File: src/rtl/mbinit_pkg.sv
// rtl/mbinit_pkg.sv - Shared MBINIT sideband message codes and CAL FSM state encoding.
package mbinit_pkg;

  localparam logic [3:0] MBINIT_CAL_DONE_REQ  = 4'b0011;
  localparam logic [3:0] MBINIT_CAL_DONE_RESP = 4'b0100;

  typedef enum logic [2:0] {
    IDLE      = 3'd0,
    SEND_REQ  = 3'd1,
    WAIT      = 3'd2,
    SEND_RESP = 3'd3,
    DONE      = 3'd4,
    ERROR     = 3'd5
  } cal_state_e;

endpackage

File: src/rtl/ltsm_timeout_cnt.sv
// rtl/ltsm_timeout_cnt.sv - Saturating training timeout counter shared by MBINIT stages.
module ltsm_timeout_cnt #(
  parameter int unsigned TIMEOUT_CYCLES = 32'd800000
) (
  input  logic CLK,
  input  logic rst_n,
  input  logic i_enable,
  input  logic i_clear,
  output logic o_expired
);

  localparam int W = (TIMEOUT_CYCLES > 1) ? $clog2(TIMEOUT_CYCLES) : 1;
  localparam logic [W-1:0] LAST = W'(TIMEOUT_CYCLES - 1);

  logic [W-1:0] r_count;

  always_ff @(posedge CLK or negedge rst_n) begin
    if (!rst_n) begin
      r_count <= '0;
    end else if (i_clear) begin
      r_count <= '0;
    end else if (i_enable && (r_count != LAST)) begin
      r_count <= r_count + 1'b1;
    end
  end

  // Only meaningful while counting, so a held count in DONE never fires.
  assign o_expired = i_enable && (r_count == LAST);

endmodule

File: src/rtl/mbinit_cal.sv
// rtl/mbinit_cal.sv - MBINIT.CAL handshake: exchange CAL done req/resp with the partner.
module mbinit_cal
  import mbinit_pkg::*;
#(
  parameter int unsigned TIMEOUT_CYCLES = 32'd800000
) (
  input  logic       CLK,
  input  logic       rst_n,
  input  logic       i_MBINIT_CAL_Start_en,
  input  logic [3:0] i_RX_SbMessage,
  input  logic       i_msg_valid,
  input  logic       i_Busy_SideBand,
  input  logic       i_falling_edge_busy,
  output logic [3:0] o_TX_SbMessage,
  output logic       o_ValidOutDatat_Module,
  output logic       o_MBINIT_CAL_end,
  output logic       o_train_error_req
);

  cal_state_e r_state, w_ns;
  logic       r_req_rcvd, r_resp_rcvd, r_resp_sent;
  logic       w_counting, w_expired;
  logic [3:0] r_tx;
  logic       r_valid, r_end, r_err;

  assign w_counting = (r_state == SEND_REQ) || (r_state == WAIT) || (r_state == SEND_RESP);

  ltsm_timeout_cnt #(.TIMEOUT_CYCLES(TIMEOUT_CYCLES)) u_timeout (
    .CLK       (CLK),
    .rst_n     (rst_n),
    .i_enable  (w_counting),
    .i_clear   ((r_state == IDLE) || !i_MBINIT_CAL_Start_en),
    .o_expired (w_expired)
  );

  always_ff @(posedge CLK or negedge rst_n) begin
    if (!rst_n) r_state <= IDLE;
    else        r_state <= w_ns;
  end

  always_comb begin
    w_ns = r_state;
    if (!i_MBINIT_CAL_Start_en) begin
      w_ns = IDLE;
    end else if (w_expired) begin
      w_ns = ERROR;
    end else begin
      case (r_state)
        IDLE:      if (!i_Busy_SideBand) w_ns = SEND_REQ;
        SEND_REQ:  if (i_falling_edge_busy) w_ns = WAIT;
        WAIT: begin
          if (r_req_rcvd && !r_resp_sent && !i_Busy_SideBand) w_ns = SEND_RESP;
          else if (r_resp_rcvd && r_resp_sent)                w_ns = DONE;
        end
        SEND_RESP: if (i_falling_edge_busy) w_ns = WAIT;
        default:   w_ns = r_state;
      endcase
    end
  end

  // Partner messages are latched in every state, including IDLE, so an early req is not lost.
  always_ff @(posedge CLK or negedge rst_n) begin
    if (!rst_n) begin
      r_req_rcvd  <= 1'b0;
      r_resp_rcvd <= 1'b0;
      r_resp_sent <= 1'b0;
    end else if (!i_MBINIT_CAL_Start_en) begin
      r_req_rcvd  <= 1'b0;
      r_resp_rcvd <= 1'b0;
      r_resp_sent <= 1'b0;
    end else begin
      if (i_msg_valid && (i_RX_SbMessage == MBINIT_CAL_DONE_REQ))  r_req_rcvd  <= 1'b1;
      if (i_msg_valid && (i_RX_SbMessage == MBINIT_CAL_DONE_RESP)) r_resp_rcvd <= 1'b1;
      if ((r_state == SEND_RESP) && i_falling_edge_busy)           r_resp_sent <= 1'b1;
    end
  end

  always_ff @(posedge CLK or negedge rst_n) begin
    if (!rst_n) begin
      r_tx    <= 4'b0000;
      r_valid <= 1'b0;
      r_end   <= 1'b0;
      r_err   <= 1'b0;
    end else begin
      r_valid <= (w_ns == SEND_REQ) || (w_ns == SEND_RESP);
      r_tx    <= (w_ns == SEND_REQ)  ? MBINIT_CAL_DONE_REQ  :
                 (w_ns == SEND_RESP) ? MBINIT_CAL_DONE_RESP : 4'b0000;
      r_end   <= (w_ns == DONE);
      r_err   <= (w_ns == ERROR);
    end
  end

  assign o_TX_SbMessage         = r_tx;
  assign o_ValidOutDatat_Module = r_valid;
  assign o_MBINIT_CAL_end       = r_end;
  assign o_train_error_req      = r_err;

endmodule

File: config.mk
export PLATFORM = sky130hd
export DESIGN_NAME = mbinit_cal
export DESIGN_NICKNAME = d
export VERILOG_FILES = /design/src/rtl/mbinit_pkg.sv /design/src/rtl/ltsm_timeout_cnt.sv /design/src/rtl/mbinit_cal.sv
export SDC_FILE = /design/constraint.sdc
export NUM_CORES = 1
export LEC_CHECK = 0
export CORE_AREA = 3 3 72 74
export DETAILED_ROUTE_END_ITERATION = 10
export DIE_AREA = 0 0 75 77
export HOLD_SLACK_MARGIN = 0.05
export PLACE_DENSITY = 0.53
export REMOVE_ABC_BUFFERS = 1
export SETUP_SLACK_MARGIN = 0.2
export SYNTH_ARGS = -nofsm -noshare
export SYNTH_HDL_FRONTEND = slang
export SYNTH_SLANG_ARGS = --single-unit
File: constraint.sdc
create_clock -name CLK -period 2.6 [get_ports CLK]
set_input_delay 0.26 -clock CLK [delete_from_list [all_inputs] [get_ports CLK]]
set_output_delay 0.26 -clock CLK [all_outputs]
set_load 0.005 [all_outputs]
==> results of run 1 <==
worst max-delay path: cells and delay by family (launching register included):
kind / cells / cell delay [ns]
flip-flops: 1 / 0.42
AND/OR/NAND/NOR: 5 / 1.66
metal layers:
metal / up-vias / global-route usage
met4: 0 / 0.0480
li1: 601 / -
met3: 5 / 0.0459
met2: 25 / 0.201
met5: - / 0
met1: 612 / 0.160
cells by family after synthesis:
family | count (synthesis) | share of synthesized area
DFF | 31 | 0.482
muxes | 1 | 0.00622
and+or+nand+nor | 72 | 0.258
AOI/OAI and AO/OA | 28 | 0.125
buffers and inverters | 14 | 0.0420
xor gates and xnor gates | 14 | 0.0762
adders and majority gates | 1 | 0.00777
other | 1 | 0.00233
stage by stage:
stage	instance area [um2]	hold slack, ns
5_1_grt	1900	0.414
2_1_floorplan	1560	-0.0356
3_5_place_dp	1800	0.527
6_report	1900	0.378
3_3_place_gp	1800	0.501
4_1_cts	1900	0.394
power groups by stage:
| stage | logic (mW) | clock network (mW) | registers, mW |
|---|---|---|---|
| 2_1_floorplan | 0.0400 | 0 | 0.507 |
| 3_3_place_gp | 0.0916 | 0 | 0.508 |
| 3_5_place_dp | 0.0929 | 0 | 0.509 |
| 4_1_cts | 0.0932 | 0.428 | 0.500 |
| 5_1_grt | 0.101 | 0.453 | 0.501 |
| 6_report | 0.0907 | 0.410 | 0.500 |
synth_stat cells (2+ instances only):
master    count  area share
a211oi_1      2      0.0093
a21oi_1       5       0.016
and2_1        3       0.012
and3_1        3       0.012
and4_1        2       0.011
buf_4         2      0.0093
clkbuf_1      7       0.016
dfrtp_1      31        0.48
inv_1         4      0.0093
nand2_1       8       0.019
nand3_1       3      0.0093
nand4_1       4       0.016
nor2_1       19       0.044
nor2b_1       5       0.019
nor3_1        5       0.016
nor3b_1       2      0.0093
nor4_1        5       0.019
nor4b_1       2       0.011
o21a_1        2      0.0093
o21ai_0       6       0.019
or3_1         2      0.0078
xnor2_1      10       0.054
xor2_1        4       0.022
flip-flops by register name (all words and copies together) (netlist names):
register,flops
o_MBINIT_CAL_end,1
r_resp_rcvd,1
r_req_rcvd,1
o_TX_SbMessage,2
o_ValidOutDatat_Module,1
r_resp_sent,1
u_timeout.r_count,20
o_train_error_req,1
r_state,3
final timing paths:
check / from / slack, ns / endpoint
max reg2reg: u_timeout.r_count[15] / 0.41 / o_MBINIT_CAL_end
max: u_timeout.r_count[15] / 0.41 / o_MBINIT_CAL_end
min in group CLK: r_req_rcvd / 0.52 / r_req_rcvd
min: rst_n / 0.38 / r_req_rcvd
min reg2reg: r_req_rcvd / 0.52 / r_req_rcvd
max in group asynchronous: rst_n / 1.93 / u_timeout.r_count[13]
final cells by class:
| class | count | area share |
|---|---|---|
| Clock buffer | 8 | 0.0526 |
| Inverter | 4 | 0.00789 |
| Multi-Input combinational cell | 117 | 0.405 |
| Sequential cell | 31 | 0.408 |
| Tap cell | 54 | 0.0355 |
| Timing Repair Buffer | 18 | 0.0908 |
placed cells by master (no fill, tap or decap), drive strengths merged, types with 2 or more instances in the layout:
cell and instances:
buf 3, and3 3, xnor2 10, nor2 19, a21oi 5, nor3 7, or3 3, nand3 3
nor2b 5, dfrtp 31, clkdlybuf4s50 15, a21boi 2, a211oi 2, and2 3, nor4 5, nand4 4
o21a 2, inv 4, nand2 8, nor4b 2, clkbuf 8, xor2 4, and4 2, nor3b 3
o21ai 8
==> impl_results.md, run 1 <==
* Via Count at 1243
* Clk root buf: clkbuf_8
* Fin crit period at 2.19 ns
* Sequential Area at 776 um2
* Final WL at 3.37 mm
* Die Ht at 77 um
* Status: complete, no violations
* Crit path launch type: register
* Vias per std cell at 5.36
* Gate Count Post-Synth at 162
* Sum Neg Setup Slack at 0 ns
* Sequential share of power at 0.499
* Hold crit path type: primary input to async pin
* Switching power at 0.228 mW
* Leakage power at 0.741 nW
* DR WL met3 at 156 um
* Register area share after synthesis at 0.482
* Final worst slack at 0.413 ns
* Iter 0 DRT Violations at 97
* Cell Int Power at 0.773 mW
* Uppermost layer routed: met4
* EDFF count, synth at 0
* Yosys reg bits at 31
* Vias in the first global route at 1256
* Synthesized area at 1610 um2
* Clock power share at 0.410
* CTS Buffer Depth at 2
* Fin crit share at 0.841
* Number of placed I/O pins at 17
* Max Freq at 457 MHz
* Layout cells sized above 1 at 0.101
* Wire length on met2 at 1.66 mm
* Port Buffers at 15
* Num CTS Buffers at 5
* Filler cell count at 462
* Hpwl dp at 2.40 mm
* Logic pwr share at 0.091
* Cell Chain, Critical Path: or4_1 > or3_1 > nor3_4 > nor2b_1 > and3_1
* Antenna Nets Post-Route at 0
* Slowest-stage cell, CP: or4_1
* Starting density of the core at 0.345
* Rel. slew slack at 0.546
* First-pass GRT wire length at 5.72 mm
* H-tree lvl count at 2
* Dpl cells at 224
* Multi-input gate area at 771 um2
* Tightest Pin Transition at 0.675 ns
* Core area at 4660 um2
* Die area at 5780 um2
* Worst-path clk slew at 0.06 ns
* # Post-CTS Setup Buffers at 0
* Main synth FF type: dfrtp_1
* Post-Syn Area per Cell at 9.93 um2
* Largest net degree at the start of global routing at 32
* Post_cts resized at 0
* Total Power at 1.00 mW
* Antenna violations before repair at 0
* Final Slew Violations at 0
* Area Overhead vs Synth at 18.2%
* CTS tree: built
* Setup Crit Path Kind: register to register
* Clk Latency, worst-skew pair at 0.28 ns
* CP Data Required Time at 2.77 ns
* MaxCap Viol Count at 0
* Clock skew at 0.00548 ns
* Global-route usage over all layers at 0.129
* Final Util at 0.408
* # rows at 25
* Yosys warning total at 0
* RSZ-0062 raised after global routing: false
* Distinct cells, synth at 49
* 1st-pass router iterations at 4
* Max FO, Critical Path at 7
* N_diodes at 0
* DIE WIDTH at 75 um
* Post-synth ARST share at 1.00
* Pre-CTS setup slack at 0.407 ns
* Final setup vio count at 0
* Total global routing overflow at 0
* Met1 wire length at 1.50 mm
* Crit path largest cell delay at 0.55 ns
* Setup crit end kind: register
* Peak VDD IR at 279 uV
* RePlAce Congestion at 0.836
* Sw frac at 0.228
* Fin cells at 232
* Final Hold Fails at 0
* DRC at 0
* PD cells at 526 nW/um2
* CP arrival at 2.36 ns
* Layout Nets at 188
* Reg2Reg Depth at 5
* Hold buffer count at CTS at 0
* CTS sink count at 31
* Avg WL per Cell at 14.5 um
Note: power is estimated with default switching activity, not from simulation.
==> inputs of run 2 (changes only) <==
==> constraint.sdc (replaced) <==
create_clock -name CLK -period 2.3 [get_ports CLK]
set_input_delay 0.23 -clock CLK [delete_from_list [all_inputs] [get_ports CLK]]
set_output_delay 0.23 -clock CLK [all_outputs]
set_load 0.005 [all_outputs]
==> run 2 against run 1 <==
Sequential power rose by 13%. Total power rose by 13%. Wire length rose by 1.0%. Design area rose by 3.4%. Core utilization rose by 1.4 points. First-iteration DRC count fell by 59%. Fmax rose by 5.7%. Setup slack got worse by 0.18 ns. Clock power rose by 13%. Flip-flop and latch count did not move. Largest power group unchanged.
==> impl_results.md, run 2 (synthesis results as in run 1) <==
* Vias in the first global route at 1322 (+5.3%)
* Top reg by flops: u_timeout.r_count
* N_diodes at 0 (unchanged)
* Vias per std cell at 5.33 (-0.51%)
* Port Buffers at 15 (unchanged)
* Total global routing overflow at 0 (unchanged)
* Clock skew at 0.00522 ns (-0.000268 ns)
* Global-route usage over all layers at 0.130 (+0.00152)
* Antenna violations before repair at 0 (unchanged)
* DIE WIDTH at 75 um (unchanged)
* RSZ-0062 raised after global routing: true
* Via Count at 1274 (+2.5%)
* MaxCap Viol Count at 0 (unchanged)
* 1st-pass router iterations at 4 (unchanged)
* Cell Int Power at 0.876 mW (+13%)
* Max FO, Critical Path at 7 (unchanged)
* Setup crit end kind: register
* Peak VDD IR at 314 uV (+13%)
* Worst setup startpoint: u_timeout.r_count[11]
* First-pass GRT wire length at 5.84 mm (+2.0%)
* Most frequent cells in the layout: dfrtp_1, nor2_1, clkdlybuf4s50_1
* Cell Chain, Critical Path: or4b_4 > or3_4 > nor3_4 > nor2b_2 > and3_1
* Sequential share of power at 0.498 (about the same)
* Post-Layout Inst Area at 1970 um2 (+3.4%)
* Dpl cells at 226 (+0.89%)
* Num CTS Buffers at 5 (unchanged)
* PD cells at 577 nW/um2 (+9.6%)
* Switching power at 0.259 mW (+13%)
* Placed cell area at 1820 um2 (+0.83%)
* # rows at 25 (unchanged)
* CTS tree: built
* CP Data Required Time at 2.47 ns (-0.30 ns)
* Crit path largest cell delay at 0.55 ns (about the same)
* Fin crit share at 0.899 (+0.0583)
* Crit path launch type: register
* Final setup vio count at 0 (unchanged)
* CTS Buffer Depth at 2 (unchanged)
* Iter 0 DRT Violations at 40 (-59%)
* Rel. slew slack at 0.612 (+0.0661)
* Status: complete, no violations
* DRC at 0 (unchanged)
* CTS sink count at 31 (unchanged)
* Number of placed I/O pins at 17 (unchanged)
* Clk Latency, worst-skew pair at 0.28 ns (about the same)
* Die area at 5780 um2 (unchanged)
* Total Power at 1.13 mW (+13%)
* Hold crit path type: primary input to async pin
* WP buf/inv at 0 (unchanged)
* Fin crit period at 2.07 ns (-0.118 ns)
* Max Freq at 483 MHz (+5.7%)
* Worst-path clk slew at 0.06 ns (about the same)
* Sw frac at 0.228 (about the same)
* Sum Neg Setup Slack at 0 ns (unchanged)
* Number of flip-flops in the largest register at 20 (unchanged)
* FF-to-FF Start: u_timeout.r_count[11]
* Final WL at 3.40 mm (+1.0%)
* Fin cells at 239 (+3.0%)
* Layout Nets at 195 (+3.7%)
* Slowest-stage cell, CP: or4b_4
* Area Overhead vs Synth at 22.2%
* Core area at 4660 um2 (unchanged)
* Hpwl dp at 2.36 mm (-1.8%)
* Commonest non-fill, non-tap cell in the layout: dfrtp_1
* Die Ht at 77 um (unchanged)
* Final Hold Fails at 0 (unchanged)
* Clk root buf: clkbuf_8
* Clock power share at 0.410 (about the same)
* CP arrival at 2.24 ns (-0.12 ns)
* Avg WL per Cell at 14.2 um (-1.9%)
* Crit path max-delay family: simple AND/OR/NAND/NOR gates
* Logic pwr share at 0.093 (+0.002)
* Antenna Nets Post-Route at 0 (unchanged)
* Layout cells sized above 1 at 0.157 (+0.0556)
* H-tree lvl count at 2 (unchanged)
* Leakage power at 0.781 nW (+5.5%)
* Starting density of the core at 0.345 (unchanged)
* Hold buffer count at CTS at 0 (unchanged)
* Largest net degree at the start of global routing at 32 (unchanged)
* Final Slew Violations at 0 (unchanged)
* Setup Crit Path Kind: register to register
* Tightest Pin Transition at 0.577 ns (-0.0981 ns)
* RePlAce Congestion at 0.788 (-5.7%)
## run 2: cell count changes in the layout (fill, tap and decap cells not counted), sizes merged
cell,delta
buf,+7
## run 2: routing by layer
metal  routed length, um  global-route usage
met1                1550               0.156
met2                1650               0.210
met3                 160              0.0406
met4                  43              0.0569
met5                   0                   0
## run 2: repair_timing
item / 4_1_cts / 5_1_grt
pin swaps: 0 / 3
endpoints found under the setup margin: 8 / 9
setup buffers: 0 / 5
gates resized for setup: 1 / 3
## run 2: final timing paths
| check | slack, ns | depth (start not counted) | endpoint |
|---|---|---|---|
| max | 0.23 | 5 | o_MBINIT_CAL_end |
| min | 0.34 | 2 | r_req_rcvd |
| max reg2reg | 0.23 | 5 | o_MBINIT_CAL_end |
| min reg2reg | 0.53 | 1 | r_req_rcvd |
| max in group asynchronous | 1.65 | 2 | u_timeout.r_count[9] |
| min in group CLK | 0.53 | 1 | r_req_rcvd |
## run 2: cell type report
class                   instances  area, um2
well taps                      54       67.6
multi-input cells             117        782
inverters                       4       15.0
flip-flops and latches         31        777
fillers                       450       2690
clock buffers                   8        100
repair buffers                 25        225
## run 2: power by group through the flow
stage / registers, mW / clock network (mW) / logic, mW
6_report: 0.565 / 0.465 / 0.105
5_1_grt: 0.566 / 0.511 / 0.118
4_1_cts: 0.565 / 0.488 / 0.105
3_5_place_dp: 0.575 / 0 / 0.105
3_3_place_gp: 0.574 / 0 / 0.103
2_1_floorplan: 0.573 / 0 / 0.0453
## run 2: through the flow
stage	util	hold slack [ns]	setup slack, ns
2_1_floorplan	-	-0.0656	0.247
3_3_place_gp	0.390	0.502	0.179
3_5_place_dp	0.390	0.531	0.150
4_1_cts	0.412	0.356	0.237
5_1_grt	0.422	0.383	0.138
6_report	0.422	0.342	0.231
